## src/rtl/reset_sequencer_pkg.sv

```systemverilog
// reset_sequencer_pkg
//   Shared definitions for the reset sequencer: phase encodings (also the
//   FSM state encoding) and small elaboration-time helpers.
package reset_sequencer_pkg;

    typedef enum logic [1:0] {
        PH_SYNC    = 2'd0,
        PH_HOLD    = 2'd1,
        PH_RELEASE = 2'd2,
        PH_DONE    = 2'd3
    } phase_e;

    function automatic int max2(input int a, input int b);
        return (a > b) ? a : b;
    endfunction

    // Index register width; a single domain still needs one bit.
    function automatic int idx_width(input int n);
        return (n > 1) ? $clog2(n) : 1;
    endfunction

endpackage

```

## src/rtl/reset_sync.sv

```systemverilog
// reset_sync
//   Async-assert / sync-deassert reset synchronizer. Reusable standalone.
//   Ports:
//     clk  in  clock
//     rst  in  raw async active-high reset
//     srst out synchronized reset; rises immediately with rst, falls on the
//              SYNC_STAGES-th posedge after rst goes low
module reset_sync #(
    parameter int SYNC_STAGES = 2
) (
    input  logic clk,
    input  logic rst,
    output logic srst
);

    generate
        if (SYNC_STAGES < 2) begin : g_chk_stages
            $error("reset_sync: SYNC_STAGES must be >= 2");
        end
    endgenerate

    logic [SYNC_STAGES-1:0] sync_q;
    logic [SYNC_STAGES-1:0] sync_d;

    // Zeros shift in from bit 0; the MSB is the synchronized reset.
    always_comb begin
        sync_d = {sync_q[SYNC_STAGES-2:0], 1'b0};
    end

    always_ff @(posedge clk or posedge rst) begin
        if (rst) begin
            sync_q <= '1;
        end else begin
            sync_q <= sync_d;
        end
    end

    assign srst = sync_q[SYNC_STAGES-1];

endmodule

```

## src/rtl/reset_sequencer.sv

```systemverilog
// reset_sequencer
//   Turns one raw async reset into N_DOMAINS sequenced active-high resets.
//   All outputs assert together; after synchronized release and a hold time
//   they release one by one (domain 0 first), then ready rises.
//   Ports:
//     clk         in   clock
//     rst         in   raw async active-high reset
//     sw_rst_req  in   sync request to rerun the sequence from HOLD
//     rst_out     out  [N_DOMAINS-1:0] domain resets, bit k released k-th
//     ready       out  all domains released
//     phase       out  [1:0] debug: 0 SYNC, 1 HOLD, 2 RELEASE, 3 DONE
module reset_sequencer #(
    parameter int N_DOMAINS   = 3,
    parameter int SYNC_STAGES = 2,
    parameter int HOLD_CYCLES = 16,
    parameter int GAP_CYCLES  = 4,
    parameter int CNT_W       = 5
) (
    input  logic                 clk,
    input  logic                 rst,
    input  logic                 sw_rst_req,
    output logic [N_DOMAINS-1:0] rst_out,
    output logic                 ready,
    output logic [1:0]           phase
);

    import reset_sequencer_pkg::*;

    localparam int IDX_W = idx_width(N_DOMAINS);

    generate
        if (N_DOMAINS < 1) begin : g_chk_n
            $error("reset_sequencer: N_DOMAINS must be >= 1");
        end
        if (SYNC_STAGES < 2) begin : g_chk_sync
            $error("reset_sequencer: SYNC_STAGES must be >= 2");
        end
        if (HOLD_CYCLES < 1) begin : g_chk_hold
            $error("reset_sequencer: HOLD_CYCLES must be >= 1");
        end
        if (GAP_CYCLES < 1) begin : g_chk_gap
            $error("reset_sequencer: GAP_CYCLES must be >= 1");
        end
        if ((max2(HOLD_CYCLES, GAP_CYCLES) - 1) >= (1 << CNT_W)) begin : g_chk_cnt
            $error("reset_sequencer: CNT_W too small for HOLD_CYCLES/GAP_CYCLES");
        end
    endgenerate

    localparam logic [CNT_W-1:0] HOLD_LAST = CNT_W'(HOLD_CYCLES - 1);
    localparam logic [CNT_W-1:0] GAP_LAST  = CNT_W'(GAP_CYCLES - 1);
    localparam logic [IDX_W-1:0] IDX_LAST  = IDX_W'(N_DOMAINS - 1);

    logic srst;

    reset_sync #(.SYNC_STAGES(SYNC_STAGES)) u_reset_sync (
        .clk  (clk),
        .rst  (rst),
        .srst (srst)
    );

    phase_e               state_q, state_d;
    logic [CNT_W-1:0]     cnt_q, cnt_d;
    logic [IDX_W-1:0]     idx_q, idx_d;
    logic [N_DOMAINS-1:0] rst_out_q, rst_out_d;
    logic                 ready_q, ready_d;

    always_comb begin
        state_d   = state_q;
        cnt_d     = cnt_q;
        idx_d     = idx_q;
        rst_out_d = rst_out_q;
        ready_d   = ready_q;

        if (sw_rst_req && (state_q != PH_SYNC)) begin
            state_d   = PH_HOLD;
            cnt_d     = '0;
            idx_d     = '0;
            rst_out_d = '1;
            ready_d   = 1'b0;
        end else begin
            unique case (state_q)
                // The edge on which srst is first seen low already counts as
                // the first HOLD edge, so domain 0 falls exactly
                // SYNC_STAGES+HOLD_CYCLES edges after rst drops.
                PH_SYNC, PH_HOLD: begin
                    if ((state_q == PH_HOLD) || !srst) begin
                        if (cnt_q == HOLD_LAST) begin
                            rst_out_d[0] = 1'b0;
                            cnt_d        = '0;
                            idx_d        = IDX_W'(1);
                            state_d      = (N_DOMAINS > 1) ? PH_RELEASE : PH_DONE;
                        end else begin
                            cnt_d   = cnt_q + 1'b1;
                            state_d = PH_HOLD;
                        end
                    end
                end
                PH_RELEASE: begin
                    if (cnt_q == GAP_LAST) begin
                        rst_out_d[idx_q] = 1'b0;
                        cnt_d            = '0;
                        idx_d            = idx_q + 1'b1;
                        if (idx_q == IDX_LAST) begin
                            state_d = PH_DONE;
                        end
                    end else begin
                        cnt_d = cnt_q + 1'b1;
                    end
                end
                PH_DONE: begin
                    ready_d = 1'b1;
                end
                default: begin
                    state_d = PH_SYNC;
                end
            endcase
        end
    end

    // Raw rst clears these directly so the outputs assert with no clock.
    // Its deassertion needs no synchronizing here: the FSM sits in SYNC,
    // doing nothing, until srst (the synchronized copy) falls.
    always_ff @(posedge clk or posedge rst) begin
        if (rst) begin
            state_q   <= PH_SYNC;
            cnt_q     <= '0;
            idx_q     <= '0;
            rst_out_q <= '1;
            ready_q   <= 1'b0;
        end else begin
            state_q   <= state_d;
            cnt_q     <= cnt_d;
            idx_q     <= idx_d;
            rst_out_q <= rst_out_d;
            ready_q   <= ready_d;
        end
    end

    assign rst_out = rst_out_q;
    assign ready   = ready_q;
    assign phase   = state_q;

endmodule
```

## config.mk

```make
export PLATFORM = sky130hd
export DESIGN_NAME = reset_sequencer
export DESIGN_NICKNAME = d
export VERILOG_FILES = /design/src/rtl/reset_sequencer_pkg.sv /design/src/rtl/reset_sync.sv /design/src/rtl/reset_sequencer.sv
export SDC_FILE = /design/constraint.sdc
export NUM_CORES = 1
export LEC_CHECK = 0
export CAP_MARGIN = 10
export CELL_PAD_IN_SITES_DETAIL_PLACEMENT = 0
export CELL_PAD_IN_SITES_GLOBAL_PLACEMENT = 1
export CORE_ASPECT_RATIO = 0.8
export CORE_MARGIN = 3
export CORE_UTILIZATION = 35
export DETAILED_ROUTE_END_ITERATION = 8
export DONT_BUFFER_PORTS = 1
export PLACE_DENSITY = 0.55
export SKIP_LAST_GASP = 1
export SYNTH_ARGS = -nofsm -noshare
export SYNTH_HDL_FRONTEND = slang
export SYNTH_SLANG_ARGS = --single-unit
```

## constraint.sdc

```tcl
create_clock -name clk -period 2 [get_ports clk]
set_input_delay 0.4 -clock clk [delete_from_list [all_inputs] [get_ports clk]]
set_output_delay 0.4 -clock clk [all_outputs]
set_load 0.01 [all_outputs]
```

==> Word-level counts from Yosys, hierarchy flattened <==
Cells that the tools add are included.
{ "totals": {"word_cells": 64, "rom_bits": 0, "latchBits": 0, "output_inout_bits": 6, "reg_bits": 15, "input_bits": 3, "mem_bits_rw": 0, "memories": 0} }
{ "classes": {"n_bitwise": 2, "eq_ne": 10, "n_addsub": 2, "mul": 0, "n_mux": 26, "magnitude_cmp": 2, "reduce_logical": 15, "n_div": 0, "shift": 0} }
{ "op_table": {"columns": ["op", "count"], "rows": [
  ["$mux W2", 10],
  ["$mux W5", 4],
  ["$ne A3 B3 Y1 const B", 4],
  ["$pmux W5 S2", 1],
  ["$pmux W2 S2", 2],
  ["$reduce_and A4 Y1", 2],
  ["$reduce_bool A2 Y1", 4],
  ["$eq A2 B2 Y1 const B", 3],
  ["$mux W3", 2],
  ["$add A5 B1 Y5 const B", 1],
  ["$eq A5 B2 Y1 const B", 1],
  ["$eq A5 B4 Y1 const B", 1],
  ["$mux W1", 5],
  ["$reduce_and A2 Y1", 2],
  ["$and A3 B3 Y3", 1],
  ["$lt A2 B3 Y1 const B", 1],
  ["$not A3 Y3", 1],
  ["$reduce_bool A3 Y1", 1],
  ["$add A2 B1 Y2 const B", 1],
  ["$demux W1 S2", 1],
  ["$eq A2 B1 Y1 const B", 1],
  ["$ge A2 B1 Y1 const B", 1],
  ["$logic_and A1 B1 Y1", 2],
  ["$logic_not A2 Y1", 1],
  ["4 further kinds", 4]
]} }

==> Depth between registers and ports, before layout <==
{ "logic_depth": {"word_depth": 9, "ltp_mapped": 6, "mapped_depth_nobuf": 6} }

==> By module <==
From an unflattened synthesis, not the netlist that was laid out.
{ "hier_totals": {"hier_cells": 94, "hier_area_um2": 894.6} }
{ "by_module_without_submodules": {"columns": ["module", "area_each_um2", "cells_each", "n_inst", "seq_area_each_um2"], "rows": [
  ["reset_sequencer", 834.6, 90, 1, 329.1],
  ["reset_sync", 60.1, 4, 1, 52.6]
]} }

==> Worst setup path before layout <==
Ideal clock, no wire load.
{ "synth_timing": {"path_kind": "reg2reg", "startpoint": "register cnt_q[0]", "endpoint": "register rst_out_q[0] (netlist: rst_out[0])", "period_less_slack_ns": 1.546, "t_arrival_ns": 1.463, "path_buffers": 0, "slack_ns": 0.454, "setup_time_ns": 0.083, "path_stages_with_launch": 6, "t_required_ns": 1.917, "cell_sequence": "dfrtp_1 -> ha_1 -> nor4b_4 -> a31o_4 -> nor2_2 -> a221o_1"} }
{ "synth_between": {"elab_chain_len": 3, "word_cells_on_any_way": 5, "classes_between": "eq/ne (4); reduce/logical (1)"} }
{ "synth_lines": {"columns": ["item", "line_no", "text"], "rows": [
  ["from (decl)", "reset_sequencer.sv:62", "logic [CNT_W-1:0] cnt_q, cnt_d;"],
  ["from (signal assigned)", "reset_sequencer.sv:132", "cnt_q <= cnt_d;"],
  ["$eq A5 B4 Y1 or $eq A5 B2 Y1 (tied branches)", "reset_sequencer.sv:87, reset_sequencer.sv:99", null],
  ["$ne A3 B3 Y1 (no source line)", null, null],
  ["$reduce_and A4 Y1 (no source line) *", null, null],
  ["to (signal assigned)", "reset_sequencer.sv:134", "rst_out_q <= rst_out_d;"],
  ["to (decl)", "reset_sequencer.sv:64", "logic [N_DOMAINS-1:0] rst_out_q, rst_out_d;"]
]} }
Mark *: on every way between the ends. The rest lies on a longest branch, timed or not.
A chain may end at the register's enable or synchronous reset.

==> Worst setup path after layout <==
{ "layout_timing": {"startpoint": "register cnt_q[1]", "endpoint": "register cnt_q[0]"} }
{ "layout_between": {"elab_chain_len": 5, "word_cells_on_any_way": 7, "classes_between": "eq/ne (2); mux (5)"} }
{ "layout_lines": {"columns": ["item", "line_no", "text"], "rows": [
  ["$eq A5 B4 Y1", "reset_sequencer.sv:87", "if (cnt_q == HOLD_LAST) begin"],
  ["$mux W5", "reset_sequencer.sv:87", null],
  ["$mux W5", "reset_sequencer.sv:86", "if ((state_q == PH_HOLD) || !srst) begin"],
  ["$pmux W5 S2 *", "reset_sequencer.sv:81", "unique case (state_q)"],
  ["$mux W5 *", "reset_sequencer.sv:74", "if (sw_rst_req && (state_q != PH_SYNC)) begin"]
]} }
Mark *: on every way between the ends. The rest lies on a longest branch, timed or not. The select of a mux whose other input is x is not followed.

==> out/summary.txt <==
Run status: complete, no violations
CP endpoint kind: flip-flop
YS warnings: 0
Register area: 381.6 um^2
Hold Vio Cnt, Final: 0
Clk_lat worst skew: 0.29 ns
CP required: 2.15 ns
Synth Cell Area: 825.8 um^2
VDD IR max: 495.6 uV
Multi-input gate area: 405.4 um^2
Fraction of registers with async set/reset: 100.0%
# placed instances: 106
Die Y: 49.45 um
Row count: 15
Fin Clk Skew: 0.009169 ns
Antenna cells: 0
Postcts setup bufs: 0
First-pass GRT wire length: 2877 um
Number of synthesized flops with an enable pin: 0
Commonest non-fill, non-tap cell in the layout: dfrtp_1
Die area: 0.002982 mm^2
Layout cell share with drive strength beyond 1: 15.29%
Seq cells post-synth: 15
Vias in the first global route: 584
RSZ-0062 raised after global routing: no
Fill cell count: 222
Min Tclk post-route: 1.759 ns
Total gr overflow: 0
Vias per inst: 5.336
Worst-margin pin slew: 0.5980 ns
Initial Utilization: 37.61%
Clk pwr share: 26.4%
Worst hold margin: 0.05403 ns
DR iter-0 viols: 18
Vias: 587
Setup TNS: 0 ns
CTS resizes: 0
Fin crit share: 87.95%
Main flop type after synthesis: dfrtp_1
Switching share of power: 30.44%
CTS Buf Count: 3
Nets: 94
Max Clock Freq: 568.5 MHz
Reg-to-reg setup timing slack: 0.24 ns
Antenna-violating nets left: 0
GRT Util Overall: 12.93%
Wire per inst: 14.85 um
Worst hold path type: input pin to async pin
TritonRoute pass-1 iters: 4
Port Buffers: 0
I/O pin count: 9
Bufs on Longest Clock Path: 2
Flop pwr share: 56.0%
Critical Path AT: 1.91 ns
Post-CTS Hold Buffers: 0
Average size of a mapped cell: 9.949 um^2
Final setup viols: 0
Power Internal: 0.4748 mW
Max transition margin: 60.09%
Final std cells w/o fill: 110
Net count after synthesis: 91
Commonest cells after routing, fill and taps aside: 10 x dfrtp_1, 8 x nand2_1, 7 x inv_1, 7 x nor2_1, 6 x a21oi_1
Sequential share of the synthesized area: 46.21%
Sink Count: 15
Reg clk slew, reported paths: 0.10 ns
Post-route DRC violation count: 0
CTS tree: built
CTS H-tree lvls: 1
DP HPWL: 1161 um
Comb pwr share: 17.6%
Area Growth Syn to Fin: 6.364%
DIE WIDTH: 60.31 um
Switching pwr: 0.2077 mW
Critical-path maximum fanout: 6
GPL Wtd Cong: 0.7076
Power Dens Cells: 777.1 mW/mm^2
Largest net degree at the start of global routing: 16
Core box area: 0.002196 mm^2
Kind of start point of the critical path: flip-flop
Root buffer cell: clkbuf_4
Yosys cell types: 35
Max-Cap Viols: 0
Critical path class: flip-flop to flip-flop
Slew Limit Fails: 0
Initial antenna violation count: 0
Total leakage power: 0.3700 nW
Detailed Route WL: 1633 um
Cells after Synth: 83
state kept, by name, indices dropped and copies added (netlist names):
name / cells
cnt_q: 5
rst_out: 3
idx_q: 2
phase: 2
u_reset_sync.sync_q: 2
ready: 1
synthesized netlist by cell type, types with 2 or more instances:
master | count | area [um^2]
o21ai_0 | 3 | 15.01
nor3_1 | 2 | 10.01
dfrtp_1 | 10 | 250.2
ha_1 | 5 | 62.56
nor2_1 | 7 | 26.28
a21o_1 | 2 | 15.01
nand2_1 | 8 | 30.03
o21a_1 | 2 | 15.01
nand3_1 | 2 | 10.01
a21oi_1 | 6 | 30.03
inv_1 | 7 | 26.28
dfstp_2 | 5 | 131.4
o21ai_1 | 2 | 10.01
through the flow:
| step | power (mW) | area, um^2 | util, % | setup WS, ns |
|---|---|---|---|---|
| 2_1_floorplan | 0.4830 | 825.8 | - | 0.4537 |
| 3_3_place_gp | 0.5059 | 852.1 | 38.80 | 0.3167 |
| 5_1_grt | 0.7339 | 878.3 | 40.00 | 0.04321 |
| 6_report | 0.6825 | 878.3 | 40.00 | 0.2409 |
| 4_1_cts | 0.6952 | 878.3 | 40.00 | 0.2229 |
| 3_5_place_dp | 0.5091 | 852.1 | 38.80 | 0.2431 |
worst max-delay path, cell delays in order, from the launching register on:
cell and delay [ns]:
dfrtp_1 0.38, ha_1 0.26, nor4b_4 0.34, nor3_1 0.09
a211oi_1 0.43, a21oi_1 0.13
power by group through the flow:
| stage | registers [mW] | logic [mW] | clock network, mW |
|---|---|---|---|
| floorplan | 0.379 | 0.104 | 0 |
| global placement | 0.386 | 0.120 | 0 |
| detailed placement | 0.388 | 0.121 | 0 |
| CTS | 0.382 | 0.122 | 0.191 |
| global route | 0.390 | 0.139 | 0.205 |
| finish | 0.382 | 0.120 | 0.180 |
path summary, 6_finish.rpt:
path                                        start                     end  depth (start not counted)
max in group asynchronous                     rst                cnt_q[0]                          1
max                                      cnt_q[1]                cnt_q[0]                          5
min                                           rst                idx_q[1]                          1
min in group clk                       sw_rst_req                   ready                          1
min reg2reg                u_reset_sync.sync_q[0]  u_reset_sync.sync_q[1]                          0
max reg2reg                              cnt_q[1]                cnt_q[0]                          5
cell families after synthesis:
group / Yosys count / share of synthesized area [%]
XOR/XNOR: 1 / 1.061
other: 1 / 0.4541
buffers and inverters: 10 / 4.696
adder cells (fa/ha/maj): 5 / 7.576
AND/OR/NAND/NOR: 27 / 18.49
flip-flops: 15 / 46.21
AO/OA/AOI/OAI: 23 / 20.30
multiplexers: 1 / 1.212
layout make-up:
cell class	count	share of cell area, %
Tap cell	25	3.561
Timing Repair Buffer	1	0.8547
Multi-Input combinational cell	58	46.15
Clock buffer	4	2.991
Sequential cell	15	43.45
Inverter	7	2.991
metal layers:
| layer | GRT usage, % | up-vias | wire length, um |
|---|---|---|---|
| met5 | 0 | - | 0 |
| met4 | 2.214 | 0 | 12 |
| met3 | 5.820 | 2 | 74 |
| met2 | 16.91 | 10 | 628 |
| met1 | 19.42 | 281 | 917 |
| li1 | - | 294 | - |
No activity file was read; power rests on OpenSTA's default activity.
